$ cat src/rtl/bp_cce_hybrid_uc_xlate_pkg.sv
// Shared types for the hybrid CCE uncached translator: the BedRock header
// layouts it uses, its FSM states and the request-to-command type mapping.
package bp_me_pkg;

  localparam int paddr_width_gp  = 40;
  localparam int lce_id_width_gp = 4;
  localparam int cce_id_width_gp = 4;
  localparam int way_id_width_gp = 3;
  localparam int dword_width_gp  = 64;

  typedef enum logic [3:0] {
    e_bedrock_req_rd_miss = 4'd0,
    e_bedrock_req_wr_miss = 4'd1,
    e_bedrock_req_uc_rd   = 4'd2,
    e_bedrock_req_uc_wr   = 4'd3,
    e_bedrock_req_uc_amo  = 4'd4
  } bp_bedrock_req_type_e;

  typedef enum logic [3:0] {
    e_bedrock_mem_rd    = 4'd0,
    e_bedrock_mem_wr    = 4'd1,
    e_bedrock_mem_uc_rd = 4'd2,
    e_bedrock_mem_uc_wr = 4'd3,
    e_bedrock_mem_pre   = 4'd4,
    e_bedrock_mem_amo   = 4'd5
  } bp_bedrock_mem_type_e;

  typedef enum logic [2:0] {
    e_bedrock_msg_size_1   = 3'd0,
    e_bedrock_msg_size_2   = 3'd1,
    e_bedrock_msg_size_4   = 3'd2,
    e_bedrock_msg_size_8   = 3'd3,
    e_bedrock_msg_size_16  = 3'd4,
    e_bedrock_msg_size_32  = 3'd5,
    e_bedrock_msg_size_64  = 3'd6,
    e_bedrock_msg_size_128 = 3'd7
  } bp_bedrock_msg_size_e;

  // Cache block is 64 bytes; misses served uncached fetch a whole block.
  localparam bp_bedrock_msg_size_e block_size_gp = e_bedrock_msg_size_64;

  typedef struct packed {
    logic                       non_exclusive;
    logic [way_id_width_gp-1:0] lru_way_id;
    logic [cce_id_width_gp-1:0] dst_id;
    logic [lce_id_width_gp-1:0] src_id;
  } bp_bedrock_lce_req_payload_s;

  typedef struct packed {
    bp_bedrock_lce_req_payload_s payload;
    bp_bedrock_msg_size_e        size;
    logic [paddr_width_gp-1:0]   addr;
    bp_bedrock_req_type_e        msg_type;
  } bp_bedrock_lce_req_header_s;

  typedef struct packed {
    logic                       uncached;
    logic [2:0]                 state;
    logic [way_id_width_gp-1:0] way_id;
    logic [lce_id_width_gp-1:0] lce_id;
  } bp_bedrock_mem_fwd_payload_s;

  typedef struct packed {
    bp_bedrock_mem_fwd_payload_s payload;
    bp_bedrock_msg_size_e        size;
    logic [paddr_width_gp-1:0]   addr;
    bp_bedrock_mem_type_e        msg_type;
  } bp_bedrock_mem_fwd_header_s;

  localparam int lce_req_msg_header_width_gp = $bits(bp_bedrock_lce_req_header_s);
  localparam int mem_fwd_header_width_gp     = $bits(bp_bedrock_mem_fwd_header_s);

  typedef enum logic [1:0] {
    e_reset = 2'd0,
    e_ready = 2'd1,
    e_data  = 2'd2
  } bp_cce_hybrid_uc_xlate_state_e;

  // Only writes stay writes; every other request becomes an uncached read.
  function automatic bp_bedrock_mem_type_e bp_me_uc_mem_type(bp_bedrock_req_type_e req_type);
    return (req_type == e_bedrock_req_uc_wr) ? e_bedrock_mem_uc_wr : e_bedrock_mem_uc_rd;
  endfunction

  function automatic logic bp_me_uc_type_known(bp_bedrock_req_type_e req_type);
    return (req_type == e_bedrock_req_rd_miss) || (req_type == e_bedrock_req_wr_miss)
        || (req_type == e_bedrock_req_uc_rd)   || (req_type == e_bedrock_req_uc_wr);
  endfunction

endpackage

$ cat src/rtl/bp_cce_hybrid_uc_xlate_counter.sv
// Saturating up/down counter used to track memory command credits.
module bsg_counter_up_down #(
  parameter int max_val_p    = 4,
  parameter int init_val_p   = 4,
  parameter int ptr_width_lp = $clog2(max_val_p + 1)
) (
  input  logic                    clk_i,
  input  logic                    reset_i,
  input  logic                    up_i,
  input  logic                    down_i,
  output logic [ptr_width_lp-1:0] count_o
);

  localparam logic [ptr_width_lp-1:0] max_lp  = ptr_width_lp'(max_val_p);
  localparam logic [ptr_width_lp-1:0] init_lp = ptr_width_lp'(init_val_p);

  logic [ptr_width_lp-1:0] count_q, count_d;

  // Next count: simultaneous up and down cancel; both ends saturate.
  always_comb begin
    count_d = count_q;
    if (up_i && !down_i) begin
      count_d = (count_q == max_lp) ? count_q : count_q + 1'b1;
    end else if (down_i && !up_i) begin
      count_d = (count_q == '0) ? count_q : count_q - 1'b1;
    end
  end

  // Count register, loaded with the initial value during reset.
  always_ff @(posedge clk_i) begin
    if (reset_i) count_q <= init_lp;
    else         count_q <= count_d;
  end

  assign count_o = count_q;

endmodule

$ cat src/rtl/bp_cce_hybrid_uc_xlate.sv
// Converts uncached LCE request bursts into BedRock memory command bursts
// with zero latency, bounding outstanding commands with a credit counter.
module bp_cce_hybrid_uc_xlate
  import bp_me_pkg::*;
#(
  parameter int lce_data_width_p = dword_width_gp,
  parameter int mem_credits_p    = 4
) (
  input  logic                                   clk_i,
  input  logic                                   reset_i,
  input  logic                                   stall_i,
  output logic                                   empty_o,
  input  logic [lce_req_msg_header_width_gp-1:0] lce_req_header_i,
  input  logic                                   lce_req_header_v_i,
  output logic                                   lce_req_header_ready_and_o,
  input  logic                                   lce_req_has_data_i,
  input  logic [lce_data_width_p-1:0]            lce_req_data_i,
  input  logic                                   lce_req_data_v_i,
  output logic                                   lce_req_data_ready_and_o,
  input  logic                                   lce_req_last_i,
  output logic [mem_fwd_header_width_gp-1:0]     mem_cmd_header_o,
  output logic                                   mem_cmd_header_v_o,
  input  logic                                   mem_cmd_header_ready_and_i,
  output logic                                   mem_cmd_has_data_o,
  output logic [lce_data_width_p-1:0]            mem_cmd_data_o,
  output logic                                   mem_cmd_data_v_o,
  input  logic                                   mem_cmd_data_ready_and_i,
  output logic                                   mem_cmd_last_o,
  input  logic                                   mem_credit_return_i
);

  localparam int credit_width_lp = $clog2(mem_credits_p + 1);
  localparam logic [credit_width_lp-1:0] max_credits_lp = credit_width_lp'(mem_credits_p);

  bp_cce_hybrid_uc_xlate_state_e state_q, state_d;
  bp_bedrock_lce_req_header_s    req_hdr;
  bp_bedrock_mem_fwd_header_s    cmd_hdr;
  logic [credit_width_lp-1:0]    credits;
  logic                          credit_avail;
  logic                          hdr_fire;

  assign req_hdr      = bp_bedrock_lce_req_header_s'(lce_req_header_i);
  assign credit_avail = (credits != '0);

  // Header field translation; misses are served as block-sized uncached reads.
  always_comb begin
    cmd_hdr                  = '0;
    cmd_hdr.msg_type         = bp_me_uc_mem_type(req_hdr.msg_type);
    cmd_hdr.addr             = req_hdr.addr;
    cmd_hdr.size             = req_hdr.size;
    cmd_hdr.payload.lce_id   = req_hdr.payload.src_id;
    cmd_hdr.payload.uncached = 1'b1;
    if ((req_hdr.msg_type == e_bedrock_req_rd_miss) || (req_hdr.msg_type == e_bedrock_req_wr_miss)) begin
      cmd_hdr.size = block_size_gp;
    end
  end

  assign mem_cmd_header_o   = cmd_hdr;
  assign mem_cmd_has_data_o = lce_req_has_data_i;
  assign mem_cmd_data_o     = lce_req_data_i;
  assign mem_cmd_last_o     = lce_req_last_i;

  // Next-state and handshake gating; headers and beats never share a cycle.
  always_comb begin
    state_d                    = state_q;
    mem_cmd_header_v_o         = 1'b0;
    lce_req_header_ready_and_o = 1'b0;
    mem_cmd_data_v_o           = 1'b0;
    lce_req_data_ready_and_o   = 1'b0;
    hdr_fire                   = 1'b0;
    unique case (state_q)
      e_reset: state_d = e_ready;
      e_ready: begin
        mem_cmd_header_v_o         = lce_req_header_v_i & ~stall_i & credit_avail;
        lce_req_header_ready_and_o = mem_cmd_header_ready_and_i & ~stall_i & credit_avail;
        hdr_fire                   = mem_cmd_header_v_o & mem_cmd_header_ready_and_i;
        if (hdr_fire && lce_req_has_data_i) state_d = e_data;
      end
      e_data: begin
        mem_cmd_data_v_o         = lce_req_data_v_i;
        lce_req_data_ready_and_o = mem_cmd_data_ready_and_i;
        if (lce_req_data_v_i && mem_cmd_data_ready_and_i && lce_req_last_i) state_d = e_ready;
      end
      default: state_d = e_reset;
    endcase
  end

  // State register; held in e_reset for as long as reset is asserted.
  always_ff @(posedge clk_i) begin
    if (reset_i) state_q <= e_reset;
    else         state_q <= state_d;
  end

  bsg_counter_up_down #(
    .max_val_p (mem_credits_p),
    .init_val_p(mem_credits_p)
  ) credit_counter (
    .clk_i  (clk_i),
    .reset_i(reset_i),
    .up_i   (mem_credit_return_i),
    .down_i (hdr_fire),
    .count_o(credits)
  );

  assign empty_o = (state_q == e_ready) && (credits == max_credits_lp);

`ifndef SYNTHESIS
  // Flag unsupported request types and credit returns with nothing outstanding.
  always_ff @(posedge clk_i) begin
    if (!reset_i) begin
      assert (!(hdr_fire && !bp_me_uc_type_known(req_hdr.msg_type)))
        else $error("uc_xlate: unsupported request type %0d", req_hdr.msg_type);
      assert (!(mem_credit_return_i && (credits == max_credits_lp)))
        else $error("uc_xlate: credit return with all credits present");
    end
  end
`endif

endmodule

$ cat config.mk
export PLATFORM = sky130hd
export DESIGN_NAME = bp_cce_hybrid_uc_xlate
export DESIGN_NICKNAME = d
export VERILOG_FILES = /design/src/rtl/bp_cce_hybrid_uc_xlate_pkg.sv /design/src/rtl/bp_cce_hybrid_uc_xlate_counter.sv /design/src/rtl/bp_cce_hybrid_uc_xlate.sv
export SDC_FILE = /design/constraint.sdc
export NUM_CORES = 1
export LEC_CHECK = 0
export BUFFER_PORTS_ARGS = -buffer_cell sky130_fd_sc_hd__buf_4
export CAP_MARGIN = 25
export CORE_AREA = 10 10 93 95
export CTS_CLUSTER_SIZE = 10
export DETAILED_ROUTE_END_ITERATION = 7
export DIE_AREA = 0 0 103 105
export SYNTH_ARGS = -nofsm -noshare
export SYNTH_HDL_FRONTEND = slang
export SYNTH_SLANG_ARGS = --single-unit
$ cat constraint.sdc
create_clock -name clk_i -period 2.75 [get_ports clk_i]
set_clock_uncertainty 0.05 [all_clocks]
set_input_delay 0.55 -clock clk_i [delete_from_list [all_inputs] [get_ports clk_i]]
set_output_delay 0.55 -clock clk_i [all_outputs]
set_load 0.03 [all_outputs]
---- Word level (Yosys, flattened, before mapping) ----
Index checks and enable logic that the tools add are counted.
operators by class
  add/sub/neg operators ................... 2
  reductions and logical operators ........ 16
  bitwise operators ....................... 6
  equal/unequal tests ..................... 9
  mux-type cells .......................... 14
operators by type and width
  kind                                                                   number
  3-bit two-way mux                                                      5
  1-bit logical AND                                                      6
  1-bit two-way mux                                                      6
  2-bit != test, second input constant                                   3
  2-bit one-hot mux with 3 select lines                                  1
  1-bit bitwise AND                                                      5
  4-bit by 1-bit equality test with 1-bit output, second input constant  1
  4-bit by 2-bit equality test with 1-bit output, second input constant  1
  4-bit zero test                                                        1
  2-bit two-way mux                                                      2
  3-bit by 1-bit adder with 3-bit output, second input constant          1
  3-bit equality test, second input constant                             1
  3-bit zero test                                                        1
  3-bit AND reduction                                                    1
  3-bit nonzero test                                                     1
  3-bit by 1-bit subtractor with 3-bit output, second input constant     1
  2-bit by 1-bit equality test with 1-bit output, second input constant  1
  2-bit equality test, second input constant                             1
  1-bit zero test                                                        2
  2-bit zero test                                                        1
  2-bit by 1-bit != test with 1-bit output, second input constant        1
  2-bit AND reduction                                                    1
  2-bit nonzero test                                                     1
  1-bit logical OR                                                       1
  1-bit inverter                                                         1
word-level totals
  output and inout bits ................... 129
  logic and storage cells ................. 49
  bits of input ports ..................... 133
  register bits after elaboration ......... 5

---- Depth between registers and ports, before layout ----
Gate-level depths: netlist (run 1).
  depth in word-level cells ............... 9
  depth in mapped cells ................... 9
  depth with buffers taken out ............ 9

---- Modules after synthesis ----
Synthesis (run 1) repeated with hierarchy kept, for this count alone.
second synthesis, totals
  cell total of the unflattened synthesis .. 171
  area, all modules ....................... 1320.0 µm²
by module, submodules not included
  module                  sequential area each (µm²)  instances  area an instance (µm²)  cells each
  bp_cce_hybrid_uc_xlate  40.0                        1          1123.6                  147
  bsg_counter_up_down     60.1                        1          196.4                   24

---- Worst setup path after synthesis (run 1) ----
Ideal clock, no wire load.
  kind .................................... register to register
  start point ............................. register credit_counter.count_q[1], in the netlist credit_counter.count_o[1]
  end point ............................... register credit_counter.count_q[2], in the netlist credit_counter.count_o[2]
  setup time .............................. 0.072 ns
  required time ........................... 2.628 ns
  clock period less this slack ............ 2.124 ns
  path buffers ............................ 0
  arrival time ............................ 2.002 ns
  path slack .............................. 0.626 ns
  stages on the path, launching flop included .. 10
  path through ............................ dfxtp_1 o31ai_1 inv_1 nand3_1 ha_1 inv_1 fa_1 xor2_1 a211oi_2 mux2i_1
between the ends
  longest elaborated chain between the ends .. 8
  elaborated cells between the ends (all ways) .. 19
  classes of those cells .................. 2 x add/sub; 3 x eq/ne; 5 x mux; 2 x bitwise; 7 x reduce/logical
RTL lines
  element                                                                     RTL line                              text
  start: declaration                                                          bp_cce_hybrid_uc_xlate_counter.sv:17  logic [ptr_width_lp-1:0] count_q, count_d;
  start signal: assignment                                                    bp_cce_hybrid_uc_xlate_counter.sv:31  if (reset_i) count_q <= init_lp;
  start signal: assignment                                                    bp_cce_hybrid_uc_xlate_counter.sv:32  else count_q <= count_d;
  3-bit nonzero test                                                          bp_cce_hybrid_uc_xlate.sv:43          assign credit_avail = (credits != '0);
  1-bit bitwise AND                                                           bp_cce_hybrid_uc_xlate.sv:74          mem_cmd_header_v_o = lce_req_header_v_i & ~stall_i & credit_avail;
  1-bit bitwise AND                                                           bp_cce_hybrid_uc_xlate.sv:76          hdr_fire = mem_cmd_header_v_o & mem_cmd_header_ready_and_i;
  1-bit two-way mux                                                           bp_cce_hybrid_uc_xlate.sv:71          unique case (state_q)
  1-bit zero test                                                             bp_cce_hybrid_uc_xlate_counter.sv:22  if (up_i && !down_i) begin
  1-bit logical AND                                                           bp_cce_hybrid_uc_xlate_counter.sv:22
  2-bit by 1-bit != test with 1-bit output (no line) (tied with other cells)  n/a
  3-bit AND reduction (no line)                                               n/a
Several ways; a longest one is shown, not always the timed one. The select of a mux whose other input is x is not followed.
A chain may end at the register's enable or synchronous reset.

---- Final worst setup path (run 1) ----
  start point ............................. register credit_counter.count_q[0], in the netlist credit_counter.count_o[0]
  end point ............................... register credit_counter.count_q[2], in the netlist credit_counter.count_o[2]
Same word-level chain as after synthesis.

==> results.ini, run 1 <==
[logic_synthesis]
synth.avg_cell_area_um2 = 7.78
syn_inst = 167
ys_seq_area_share_pct = 7.71
synth_flop_cell = dfxtp_1
yosysMostFrequentCell = buf_4
synth_area_leaders = buf_4 69%, dfxtp_1 7.7%, fa_1 1.5%
synth_edf_count = 0
yosys.area.top_type = buf_4
synthArstFlopShare_pct = 0
synth_top_area_share_pct = 69.4
syn_area_um2 = 1300
synth_top_cells_by_count = 120 x buf_4, 5 x dfxtp_1, 3 x inv_1, 3 x nand2_1, 3 x nor2_1
synth_cell_types = 31
ys_ff_latch = 5
yosysWarnings = 0

[power]
vdd_drop_max_uv = 97.3
p_switching_uw = 128
combPwrFrac_pct = 37.9
leakage_nw = 0.347
clkPwrFrac_pct = 36.0
p_int_uw = 240
p_per_area_nw_per_um2 = 475
swShare_pct = 34.8
seq_power_share_pct = 26.1

[grt]
antenna_found_initial = 0
grt_pass1_vias = 680
grt_overflow = 0
grt_pass1_wl_um = 3790
grt_use_total_pct = 4.72
grt_max_degree = 8

[cts]
root_buffer = clkbuf_8
clkSinkCount = 5
cts_hold_buf = 0
cts_resized = 0
clk_latency_ns = 0.22
cts_max_level = 1
cts_tree = yes
clock_path_buffers = 2
path_clk_slew_ns = 0.04
cts_setup_buffers = 0
cts_made_buffers = 3

[floorplanning]
dieArea_um2 = 10800
rows = 30
die-height_um = 105
die_w_um = 103
initial_core_util_pct = 19.2
ios = 262
core_area_um2 = 6760

[critical_path]
cp_max_fo = 6
start_kind = flop
crit_arrival_ns = 2.41
critical_path_class = reg -> reg
worst-endpoint-required_ns = 2.85
end_kind = flop

[timing]
fin_crit_ns = 2.31
setup_violations = 0
setup_tns_ns = 0
hold_viol_final = 0
whs_ns = 0.492
fmax_mhz = 432
maxSlewViolCount = 0
grt_setup_unrepaired = false
fin_crit_sh_pct = 84.1

[finish]
finalNetCount = 222
antennaDiodeCount = 0
drive_above_1_share_pct = 40.7
final_core_util_pct = 11.5
instances_no_fill = 166
syn_to_final_growth_pct = -40.3

[detailed_routing]
drtPass1Iterations = 4
num_vias = 619
antenna_left = 0
dr.first_iter.drc_count = 48
viasPerCell = 3.73
drc_errors = 0
wirelength_um = 2770
wire_per_inst_um = 16.7

[placement]
gp_congestion = 0.658
dp_hpwl_um = 2350
io_buffers = 27
place_inst = 162

[hold_path]
hp-class = in -> reg

[status]
status = finished, final reports clean

[flow_run]
maxCapViolCount = 0

[power groups by stage]
stage | registers, mW | clock network, mW | logic (mW)
2_1_floorplan | 0.0935 | 0 | 0.401
3_3_place_gp | 0.0963 | 0 | 0.137
3_5_place_dp | 0.0971 | 0 | 0.139
4_1_cts | 0.0959 | 0.136 | 0.140
5_1_grt | 0.0987 | 0.143 | 0.152
6_report | 0.0961 | 0.132 | 0.140
[final timing paths]
check,from,endpoint,slack [ns],depth (start not counted)
min reg2reg,state_q[1],state_q[1],0.49,2
min,reset_i,credit_counter.count_o[1],0.49,2
max reg2reg,credit_counter.count_o[0],credit_counter.count_o[2],0.44,9
max,credit_counter.count_o[0],credit_counter.count_o[2],0.44,9
[layout make-up]
class	instances	area, µm²
Multi-Input combinational cell	47	317
Fill cell	790	5980
Timing Repair Buffer	27	203
Inverter	3	11.3
Clock buffer	4	45.0
Sequential cell	5	100
Tap cell	80	100
[critical path: stages, from the launching register on]
cell and delay, ns:
dfxtp_1 0.37, o31ai_1 0.42, inv_1 0.08, nand3_1 0.09, ha_1 0.22, inv_1 0.07
fa_1 0.37, xor2_1 0.17, a211oi_2 0.22, mux2i_1 0.19
[flip-flops by register name, summed over array words and instances, names as in the netlist]
name / flops
state_q: 2
credit_counter.count_o: 3
[stage by stage]
stage | power, mW | cell area [µm²] | setup slack, ns
final | 0.368 | 776 | 0.436
after floorplan | 0.495 | 1330 | 0.626
after global placement | 0.233 | 731 | 0.476
after detailed placement | 0.236 | 731 | 0.413
after global routing | 0.393 | 776 | 0.269
after CTS | 0.372 | 776 | 0.405
[layer usage]
layer  track usage, %  wire (µm)  part of all wire [%]
met5                0          0                     0
met4             9.54        436                    16
met3             3.16        552                    20
met2             6.81       1280                    46
met1             2.41        500                    18
[cells by family (layout without fill, tap and decap cells)]
group	count (synthesis)	count (layout)	share of synthesized area [%]
XOR/XNOR	2	2	1.35
flip-flops	5	5	7.71
buffers and inverters	123	34	70.2
AO/OA/AOI/OAI	10	10	6.45
multiplexers	1	1	0.771
other	2	10	0.578
AND/OR/NAND/NOR	22	22	10.4
adder cells (fa/ha/maj)	2	2	2.50
[cells in the final DEF (no fill, tap or decap), types with 3 or more instances in the layout]
cell type	count
nor2_1	3
buf_4	27
clkbuf_8	3
nand2_1	3
inv_1	3
conb_1	10
dfxtp_1	5
No activity file was read; power rests on OpenSTA's default activity.
==> run 2, diff against run 1 <==
Clock period 2.75 ns to 2.3 ns, I/O delays scaled along.
==> results.ini, run 2 (synthesis gave the netlist of run 1 again) <==
[status]
status = finished, final reports clean  ; unchanged

[detailed_routing]
wirelength_um = 2800  ; was 2770 µm
dr.first_iter.drc_count = 20  ; was 48
wire_per_inst_um = 16.4  ; was 16.7 µm
drtPass1Iterations = 3  ; was 4
num_vias = 629  ; was 619
drc_errors = 0  ; unchanged
viasPerCell = 3.68  ; was 3.73
antenna_left = 0  ; unchanged

[cts]
clock_path_buffers = 2  ; unchanged
cts_made_buffers = 3  ; unchanged
cts_resized = 0  ; unchanged
path_clk_slew_ns = 0.03  ; was 0.04 ns
cts_hold_buf = 0  ; unchanged
cts_setup_buffers = 0  ; unchanged
root_buffer = clkbuf_8  ; unchanged
cts_max_level = 1  ; unchanged
clk_latency_ns = 0.22  ; about the same
clkSinkCount = 5  ; unchanged
cts_tree = yes  ; unchanged

[finish]
layout_common_cells = 32 x buf_4, 10 x conb_1, 5 x dfxtp_1  ; was 27 x buf_4, 10 x conb_1, 5 x dfxtp_1
fillers = 783  ; was 790
syn_to_final_growth_pct = -37.0  ; was -40.3%
drive_above_1_share_pct = 45.1  ; was 40.7%
multi_input_area_um2 = 322  ; was 317 µm²
seqCellArea_um2 = 100  ; unchanged
finalNetCount = 227  ; was 222
largest_reg_flops = 3  ; unchanged
layout_commonest_cell = buf_4  ; unchanged
antennaDiodeCount = 0  ; unchanged

[timing]
fin_crit_ns = 2.10  ; was 2.31 ns
fmax_mhz = 477  ; was 432 MHz
maxSlewViolCount = 0  ; unchanged
grt_setup_unrepaired = false  ; unchanged
whs_ns = 0.389  ; was 0.492 ns
fin_crit_sh_pct = 91.1  ; was 84.1%
setup_slack_ns = 0.204  ; was 0.436 ns
setup_tns_ns = 0  ; unchanged
hold_viol_final = 0  ; unchanged
setup_violations = 0  ; unchanged

[hold_path]
hp-class = in -> reg  ; unchanged

[floorplanning]
die-height_um = 105  ; unchanged
ios = 262  ; unchanged
dieArea_um2 = 10800  ; unchanged
core_area_um2 = 6760  ; unchanged
rows = 30  ; unchanged
initial_core_util_pct = 19.2  ; unchanged
die_w_um = 103  ; unchanged

[critical_path]
cp_max_fo = 4  ; was 6
critPathTopFamily = adder cells  ; was compound AO/OA/AOI/OAI gates
start_kind = flop  ; unchanged
crit_top_cell = inv_1  ; unchanged
cpPeakStageDelay_ns = 0.38  ; was 0.42 ns
worst-endpoint-required_ns = 2.40  ; was 2.85 ns
path_buf_inv = 2  ; unchanged
worstPathCellList = o31ai_2, inv_1, nand3_1, ha_1, inv_1, fa_1, xor2_1, a211oi_2, mux2i_1  ; was o31ai_1, inv_1, nand3_1, ha_1, inv_1, fa_1, xor2_1, a211oi_2, mux2i_1
r2r_slack_ns = 0.20  ; was 0.44 ns
critical_path_class = reg -> reg  ; unchanged
crit_slowest_cell = fa_1  ; was o31ai_1
end_kind = flop  ; unchanged
crit_arrival_ns = 2.19  ; was 2.41 ns

[grt]
grt_pass1_vias = 667  ; was 680
grt_max_degree = 8  ; unchanged
antenna_found_initial = 0  ; unchanged
grt_use_total_pct = 4.75  ; was 4.72%
grt_overflow = 0  ; unchanged
grt_pass1_wl_um = 3680  ; was 3790 µm

[placement]
dp_hpwl_um = 2390  ; was 2350 µm
io_buffers = 27  ; unchanged
gp_congestion = 0.674  ; was 0.658
pre_cts_slack_ns = 0.119  ; was 0.413 ns

[power]
p_per_area_nw_per_um2 = 562  ; was 475 nW/µm²
leakage_nw = 0.373  ; was 0.347 nW
vdd_drop_max_uv = 112  ; was 97.3 µV

[flow_run]
maxCapViolCount = 0  ; unchanged

-- run 2: cell count changes in the layout (fill, tap and decap cells not counted), sizes merged --
cell / delta
buf: +5
-- run 2: layer usage --
| layer | track usage [%] | share of wire [%] | up-vias |
|---|---|---|---|
| li1 | - | - | 247 |
| met5 | 0 | 0 | - |
| met1 | 2.04 | 20 | 248 |
| met3 | 3.29 | 19 | 62 |
| met2 | 6.99 | 46 | 72 |
| met4 | 10.1 | 15 | 0 |
-- run 2: where the power goes --
group	internal [mW]	switching [mW]	leakage (nW)
clock	0.119	0.0413	0.0228
combinational	0.0843	0.109	0.309
sequential	0.0979	0.00835	0.0412
-- run 2: worst reg2reg max path, cell delays in order, from the launching register on --
cell,delay [ns]
dfxtp_1,0.31
o31ai_2,0.33
inv_1,0.07
nand3_1,0.09
ha_1,0.17
inv_1,0.05
fa_1,0.38
xor2_1,0.16
a211oi_2,0.21
mux2i_1,0.20
-- run 2: final timing paths --
| path | end | depth (start not counted) | from |
|---|---|---|---|
| max | credit_counter.count_o[2] | 9 | credit_counter.count_o[1] |
| min | credit_counter.count_o[1] | 2 | reset_i |
| min reg2reg | state_q[1] | 2 | state_q[1] |
| max reg2reg | credit_counter.count_o[2] | 9 | credit_counter.count_o[1] |
-- run 2: area by class of cell --
type / count / area share, %
sequential: 5 / 12.2
timing repair buffer: 32 / 29.4
clock buffer: 4 / 5.50
multi-input combinational: 47 / 39.3
inverter: 3 / 1.38
tap: 80 / 12.2
-- run 2: per-stage QoR --
| step | utilization (%) | area, µm² | std cells | total power, mW |
|---|---|---|---|---|
| after floorplan | - | 1330 | 175 | 0.591 |
| after global placement | 11.4 | 768 | 167 | 0.297 |
| after detailed placement | 11.4 | 768 | 167 | 0.300 |
| after CTS | 12.0 | 813 | 171 | 0.467 |
| after global routing | 12.1 | 818 | 171 | 0.493 |
| final | 12.1 | 818 | 171 | 0.460 |
